[src/rtl/instr_fetch_unit.sv]
// Program counter, loadable instruction store and LOAD/RUN/HALT run control for the 8-bit CPU.
// Optional PC range trap enabled by defining PC_WRAP_TRAP_EN.
module instr_fetch_unit #(
  parameter int ADDR_W  = 4,
  parameter int INSTR_W = 8
) (
  input  logic               Clk,
  input  logic               Reset_n,
  input  logic               Load_En,
  input  logic [ADDR_W-1:0]  Load_Addr,
  input  logic [INSTR_W-1:0] Load_Data,
  input  logic               Start,
  input  logic               Halt_Req,
  input  logic               Branch_Taken,
  input  logic [7:0]         Sign_Extended_Value,
  output logic [ADDR_W-1:0]  PC,
  output logic [INSTR_W-1:0] Instr_Code,
  output logic               Running,
  output logic               Halted,
  output logic [7:0]         Instr_Count,
  output logic               Fault
);
  // state | meaning
  // LOAD  | program may be written, core idle
  // RUN   | fetching and retiring one instruction per cycle
  // HALT  | stopped after Halt_Req or a PC range fault; program may be written
  localparam int DEPTH = 2**ADDR_W;

  typedef enum logic [1:0] {ST_LOAD, ST_RUN, ST_HALT} state_t;

  state_t              state_q, state_d;
  logic [ADDR_W-1:0]   pc_q, pc_d;
  logic [7:0]          cnt_q, cnt_d;
  logic [INSTR_W-1:0]  mem_q [DEPTH];
  logic                mem_we;
  logic [7:0]          target;

  assign mem_we = Load_En && (state_q != ST_RUN);

  // Program store is deliberately not reset so it survives Reset_n.
  always_ff @(posedge Clk) begin
    if (mem_we) mem_q[Load_Addr] <= Load_Data;
  end

  assign target = 8'(pc_q) + 8'd1 + (Branch_Taken ? Sign_Extended_Value : 8'd0);

`ifdef PC_WRAP_TRAP_EN
  logic fault_q, fault_d, range_err;
  assign range_err = |target[7:ADDR_W];
  always_ff @(posedge Clk or negedge Reset_n) begin
    if (!Reset_n) fault_q <= 1'b0;
    else          fault_q <= fault_d;
  end
  assign Fault = fault_q;
`else
  logic unused_target_hi;
  assign unused_target_hi = ^target[7:ADDR_W];
  assign Fault = 1'b0;
`endif

  always_ff @(posedge Clk or negedge Reset_n) begin
    if (!Reset_n) begin
      state_q <= ST_LOAD;
      pc_q    <= '0;
      cnt_q   <= '0;
    end else begin
      state_q <= state_d;
      pc_q    <= pc_d;
      cnt_q   <= cnt_d;
    end
  end

  always_comb begin
    state_d = state_q;
    pc_d    = pc_q;
    cnt_d   = cnt_q;
`ifdef PC_WRAP_TRAP_EN
    fault_d = fault_q;
`endif
    case (state_q)
      ST_LOAD: begin
        if (Start) begin
          state_d = ST_RUN;
          pc_d    = '0;
          cnt_d   = '0;
`ifdef PC_WRAP_TRAP_EN
          fault_d = 1'b0;
`endif
        end
      end
      ST_RUN: begin
        if (cnt_q != 8'hFF) cnt_d = cnt_q + 8'd1;
        // Halt wins over branch; the halting instruction still retires.
        if (Halt_Req) state_d = ST_HALT;
`ifdef PC_WRAP_TRAP_EN
        else if (range_err) begin
          fault_d = 1'b1;
          state_d = ST_HALT;
        end
`endif
        else pc_d = target[ADDR_W-1:0];
      end
      ST_HALT: begin
        if (Start) begin
          state_d = ST_RUN;
          pc_d    = '0;
          cnt_d   = '0;
`ifdef PC_WRAP_TRAP_EN
          fault_d = 1'b0;
`endif
        end else if (Load_En) begin
          state_d = ST_LOAD;
        end
      end
      default: state_d = ST_LOAD;
    endcase
  end

  always_comb begin
    Running    = (state_q == ST_RUN);
    Halted     = (state_q == ST_HALT);
    Instr_Code = (state_q == ST_RUN) ? mem_q[pc_q] : '0;
  end

  assign PC          = pc_q;
  assign Instr_Count = cnt_q;

endmodule

[config.mk]
export PLATFORM = sky130hd
export DESIGN_NAME = instr_fetch_unit
export DESIGN_NICKNAME = d
export VERILOG_FILES = /design/src/rtl/instr_fetch_unit.sv
export SDC_FILE = /design/constraint.sdc
export NUM_CORES = 1
export LEC_CHECK = 0
export ABC_AREA = 1
export CORE_MARGIN = 2
export CORE_UTILIZATION = 50
export CTS_CLUSTER_DIAMETER = 100
export DETAILED_ROUTE_END_ITERATION = 8
export PLACE_DENSITY = 0.81
export SKIP_CTS_REPAIR_TIMING = 1
export SLEW_MARGIN = 20
export SYNTH_ARGS = -nofsm -noshare
export SYNTH_HDL_FRONTEND = slang
export SYNTH_SLANG_ARGS = --single-unit
[constraint.sdc]
create_clock -name Clk -period 2.13 [get_ports Clk]
set_clock_uncertainty 0.05 [all_clocks]
set_input_delay 0.213 -clock Clk [delete_from_list [all_inputs] [get_ports Clk]]
set_output_delay 0.213 -clock Clk [all_outputs]
set_load 0.01 [all_outputs]
# After elaboration in Yosys (flattened, before gate mapping)
# Memories as Yosys holds them, arrays and structs flattened.
# Index checks and enable logic that the tools add are counted.
[totals] reg_bits=14 ram_bits=128 inputBits=26 output_inout_bits=23 word_cells=39 memories=1
[op_classes] addsub=3 eq_ne=10 muxes=15 n_reduce_logical=7
[memory_table] memory="mem_q" depth=16 width=8 read_ports=1 rd_clocked_by_memory_dff=0 wr=1 line_no="34" text="logic [INSTR_W-1:0] mem_q [DEPTH];"
[ops] cell="two-way mux 8 bit" n=3
[ops] cell="case mux 8 bit (2 select lines)" n=1
[ops] cell="two-way mux 4 bit" n=3
[ops] cell="AND reduction 3 bit" n=3
[ops] cell="adder 8 x 1 -> 8 bit, second input constant" n=1
[ops] cell="two-way mux 2 bit" n=4
[ops] cell="inequality test 8 bit, second input constant" n=1
[ops] cell="case mux 4 bit (2 select lines)" n=1
[ops] cell="inequality test 2 x 1 -> 1 bit, second input constant" n=3
[ops] cell="inequality test 2 bit, second input constant" n=3
[ops] cell="case mux 2 bit (3 select lines)" n=1
[ops] cell="adder 4 x 1 -> 4 bit, second input constant" n=1
[ops] cell="adder 4 bit" n=1
[ops] cell="inequality test 3 bit, second input constant" n=1
[ops] cell="equality test 2 x 1 -> 1 bit, second input constant" n=1
[ops] cell="equality test 2 bit, second input constant" n=1
[ops] cell="zero test 2 bit" n=1
[ops] cell="two-way mux 1 bit" n=2
[ops] cell="nonzero test 2 bit" n=1
[ops] cell="OR reduction 2 bit" n=1
[ops] cell="logical AND 1 bit" n=1

# Longest topological paths before layout
[depth] word_depth=4 mapped_depth=11 ltp_nobuf=9

# Least setup slack after synthesis
# No wires, ideal clock.
[synth_path] path_kind="reg-to-reg" start="reg pc_q[0], in the netlist PC[0]" end="reg pc_q[2], in the netlist PC[2]" setup_ns=0.082 arrival_ns=1.616 required_time_ns=1.998 slack_ns=0.382 stages_incl_launch_ff=8 path_buffers=2 path_cell_list="dfrtp_1 > inv_2 > buf_6 > buf_2 > ha_1 > fa_1 > xor2_1 > o22ai_1"
[synth_between] elab_chain_len=4
[synth_rtl] item="from (decl)" line_no="32" text="logic [ADDR_W-1:0] pc_q, pc_d;"
[synth_rtl] item="from (signal assigned)" line_no="68" text="pc_q <= pc_d;"
[synth_rtl] item="adder 4 x 1 -> 4 bit" line_no="45" text="assign target = 8'(pc_q) + 8'd1 + (Branch_Taken ? Sign_Extended_Value : 8'd0);"
[synth_rtl] item="adder 4 bit" line_no="45"
[synth_rtl] item="two-way mux 4 bit" line_no="94" text="if (Halt_Req) state_d = ST_HALT;"
[synth_rtl] item="case mux 4 bit (2 select lines)" line_no="80" text="case (state_q)"
# Every way passes these cells. The select of a mux whose other input is x is not followed.
# A chain may end at the register's enable or synchronous reset.

# Final worst setup path
[layout_path] start="reg pc_q[0], in the netlist PC[0]" end="out Instr_Code[2]"
[layout_between] elab_chain_len=2
[layout_rtl] item="memory read (16 x 8 bit)"
[layout_rtl] item="two-way mux 8 bit" line_no="122" text="Instr_Code = (state_q == ST_RUN) ? mem_q[pc_q] : '0;"
[layout_rtl] item="to (decl)" line_no="17" text="output logic [INSTR_W-1:0] Instr_Code,"
# Every way passes these cells.

==> results.txt <==
----------------------------------------------------
[Run status]
  Outcome ... finished, violations left
  Violated checks ... setup timing

[Clocking]
  Inserted Clock Buffers ... 17
  Clock transition time at the flip-flop clock pins of the worst setup and hold paths ... 60 ps
  Clock tree root driver cell ... clkbuf_16
  Insertion delay to the later sink of the worst-skew pair ... 420 ps
  Max Root-Sink Buffers ... 2
  Clock tree from TritonCTS ... built
  H-tree depth reported by CTS ... 4
  Total clock sinks ... 142

[Power]
  Max IR drop VDD ... 0.5944 mV
  Cell area power density ... 1126 nW/um2
  Leakage ... 3.361 nW

[Detailed routing]
  Number of remaining DRC errors ... 0
  DRC marker count from the first detailed-route iteration ... 533
  Routed wirelength normalized by instance count ... 16.89 um
  Detailed-route via count ... 4,774
  Via density per instance ... 5.328
  Number of iterations in the first detailed-routing pass ... 5
  Routed Antenna Nets ... 0
  Detailed-route wire length ... 15,130 um

[Floorplan]
  Die Span X ... 116.9 um
  Height of the chip ... 116.9 um
  # rows ... 41
  Initial core utilization ... 0.5093
  Die ar. ... 13,670 um2
  Number of top-level pins ... 49
  Placeable Area ... 12,520 um2

[Worst setup path]
  Startpoint type of the worst setup path ... flip-flop
  CP dominant cell by count ... nand2_1
  Dominant delay contributor by cell family on the critical path ... buffers and inverters
  Number of stages on the worst setup path ... 9
  CP endpoint kind ... output port
  Critical path cell sequence ... buf_4, buf_12, nand2_1, nand2_1, nand2_1, nand3_1, nand3_2, a21oi_2, clkbuf_2
  Delay contributed by the slowest stage of the critical path ... 420 ps
  Count of buffer and inverter cells on the critical path ... 3
  Data required time at the worst endpoint ... 1870 ps
  Type of the setup path with the least slack ... reg -> out
  Worst R2R Path Depth ... 8
  Maximum fanout encountered on the critical timing path ... 20
  Signal arrival time at the worst endpoint ... 2030 ps
  Cell with the largest stage delay on the worst path ... dfrtp_2

[Timing]
  Final cycle utilization of the critical path ... 1.079
  Final setup violating endpoints ... 8
  Unrepaired setup endpoints after global routing ... yes
  Final critical-path required period ... 2297 ps
  Achievable frequency ... 435.3 MHz
  Headroom to the max-slew limit ... 0.5336
  Minimum setup slack in the final design ... -167.4 ps
  Final Hold Fails ... 0
  Transition at the pin with the smallest max-transition slack ... 697.4 ps
  Max-slew violation count ... 0
  Setup Total Neg Slack ... -984.0 ps

[Yosys]
  Cell type with the highest aggregate area in the netlist ... edfxtp_1
  Synth area leaders ... edfxtp_1 (60%), nand2_1 (13%), nand3_1 (7.1%), dfrtp_1 (5.5%), inv_1 (4.9%)
  Number of storage elements in the synthesis netlist ... 142
  Netlist cell types ... 30
  Count of synthesis-stage warnings from yosys ... 0
  Mapped Area ... 6375 um2
  Post-Synthesis Cells ... 633
  Mean cell area of the mapped netlist ... 10.07 um2
  Number of nets produced by synthesis ... 664
  Register area share after synthesis ... 0.6579
  Fraction of synthesized cell area taken by the top area cell type ... 0.6029

[Final layout]
  Multi-input gate area ... 1763 um2
  Post-route non-filler standard cell count ... 896
  Number of fillers in the final layout ... 962
  Syn-to-layout area delta ... 23.96%
  Leading cell type in the layout, fill and taps excluded ... nand2_1
  Most frequent cells in the layout ... nand2_1 (218), edfxtp_1 (128), nand3_1 (84), inv_1 (83), clkdlybuf4s50_1 (35)
  Layout cell share with drive strength beyond 1 ... 0.1478
  Number of diodes ... 0
  Count of nets after finishing ... 742
  Area taken by flip-flops and latches ... 4195 um2

[Placement]
  HPWL reported at the end of detailed placement ... 9478 um
  Placed cell count ... 856
  Routability cong. ... 0.8472
  Buffers on Ports ... 43

[Global routing]
  Overall routing resource usage ... 0.2296
  Global-route wire length before repair ... 22,740 um
  Pin count of the biggest net entering global routing ... 40
  Antenna violations before repair ... 0
  GR Overflow Total ... 0
  Number of global-route vias before repair ... 4,549

[Min path]
  Type of the tightest min-delay check ... in -> async

[Job]
  Maximum Capacitance Violations ... 0

----------------------------------------------------
==> metal layers <==
layer | global-route usage | vias up | wire length [um]
met5 | 0 | - | 0
met4 | 0.1012 | 0 | 408
met3 | 0.05767 | 40 | 1354
met2 | 0.3788 | 244 | 7279
met1 | 0.2895 | 2267 | 6088
li1 | - | 2223 | -
==> synth_stat cells <==
cell type  count
a21o_1         1
a21oi_1       10
a21oi_2        1
buf_2         15
buf_4          7
buf_6          1
clkbuf_1       3
clkinv_1       3
conb_1         1
dfrtp_1       14
edfxtp_1     128
fa_1           1
ha_1           4
inv_1         83
inv_2          2
nand2_1      219
nand2_2        3
nand2_4        1
nand3_1       90
nand3b_1       1
nor2_1        24
nor2_4         2
nor3_1         2
nor3b_1        2
o21ai_0        4
o21ai_1        1
o21ai_2        3
o21ai_4        1
o22ai_1        3
xor2_1         3
==> state kept, by name (all words and copies together) (netlist names) <==
register / count
mem_q: 128
state_q: 2
Instr_Count: 8
PC: 4
==> kinds of logic (layout without fill, tap and decap cells) <==
logic type | after synthesis | in the layout | share of synthesized area
buf+inv | 114 | 205 | 0.07537
other cells | 1 | 1 | 0.0005882
flops | 142 | 142 | 0.6579
compound gates | 24 | 24 | 0.02395
simple gates | 344 | 344 | 0.2271
xor+xnor | 3 | 3 | 0.004122
fa+ha+maj | 5 | 5 | 0.01099
==> final cells by class <==
type | count | share of cell area
Timing Repair Buffer | 85 | 0.1031
Sequential cell | 142 | 0.5309
Clock buffer | 18 | 0.05431
Tap cell | 172 | 0.02723
Multi-Input combinational cell | 377 | 0.2231
Clock inverter | 14 | 0.01900
Inverter | 88 | 0.04243
==> report_power, final <==
part / total (mW) / leakage, nW / internal, mW / switching [mW]
clock network: 2.89 / 0.282 / 1.81 / 1.08
registers: 3.23 / 1.34 / 3.14 / 0.0902
logic: 2.78 / 1.74 / 1.07 / 1.71
total: 8.90 / 3.36 / 6.02 / 2.88
==> path summary, 6_finish.rpt <==
kind,start,to,slack [ps]
max in group asynchronous,Reset_n,PC[0],1450
setup reg to reg,state_q[0],mem_q[15][0],150
hold / removal,Reset_n,Instr_Count[1],130
min in group Clk,Halt_Req,state_q[1],360
hold reg to reg,Instr_Count[0],Instr_Count[0],490
setup / recovery,PC[0],Instr_Code[2],-170
==> per-stage QoR <==
stage	setup WS (ps)	util	area (um2)	hold WS (ps)	power, mW
finish	-167.4	0.6313	7903	132.2	8.900
global route	-216.7	0.6313	7903	169.4	9.304
floorplan	382.1	-	6375	-132.6	4.758
global placement	-66.55	0.5734	7177	474.2	5.655
detailed placement	-111.1	0.5734	7177	497.0	5.750
CTS	-596.0	0.6197	7756	141.9	8.636
Power figures use the tool's default switching activity.
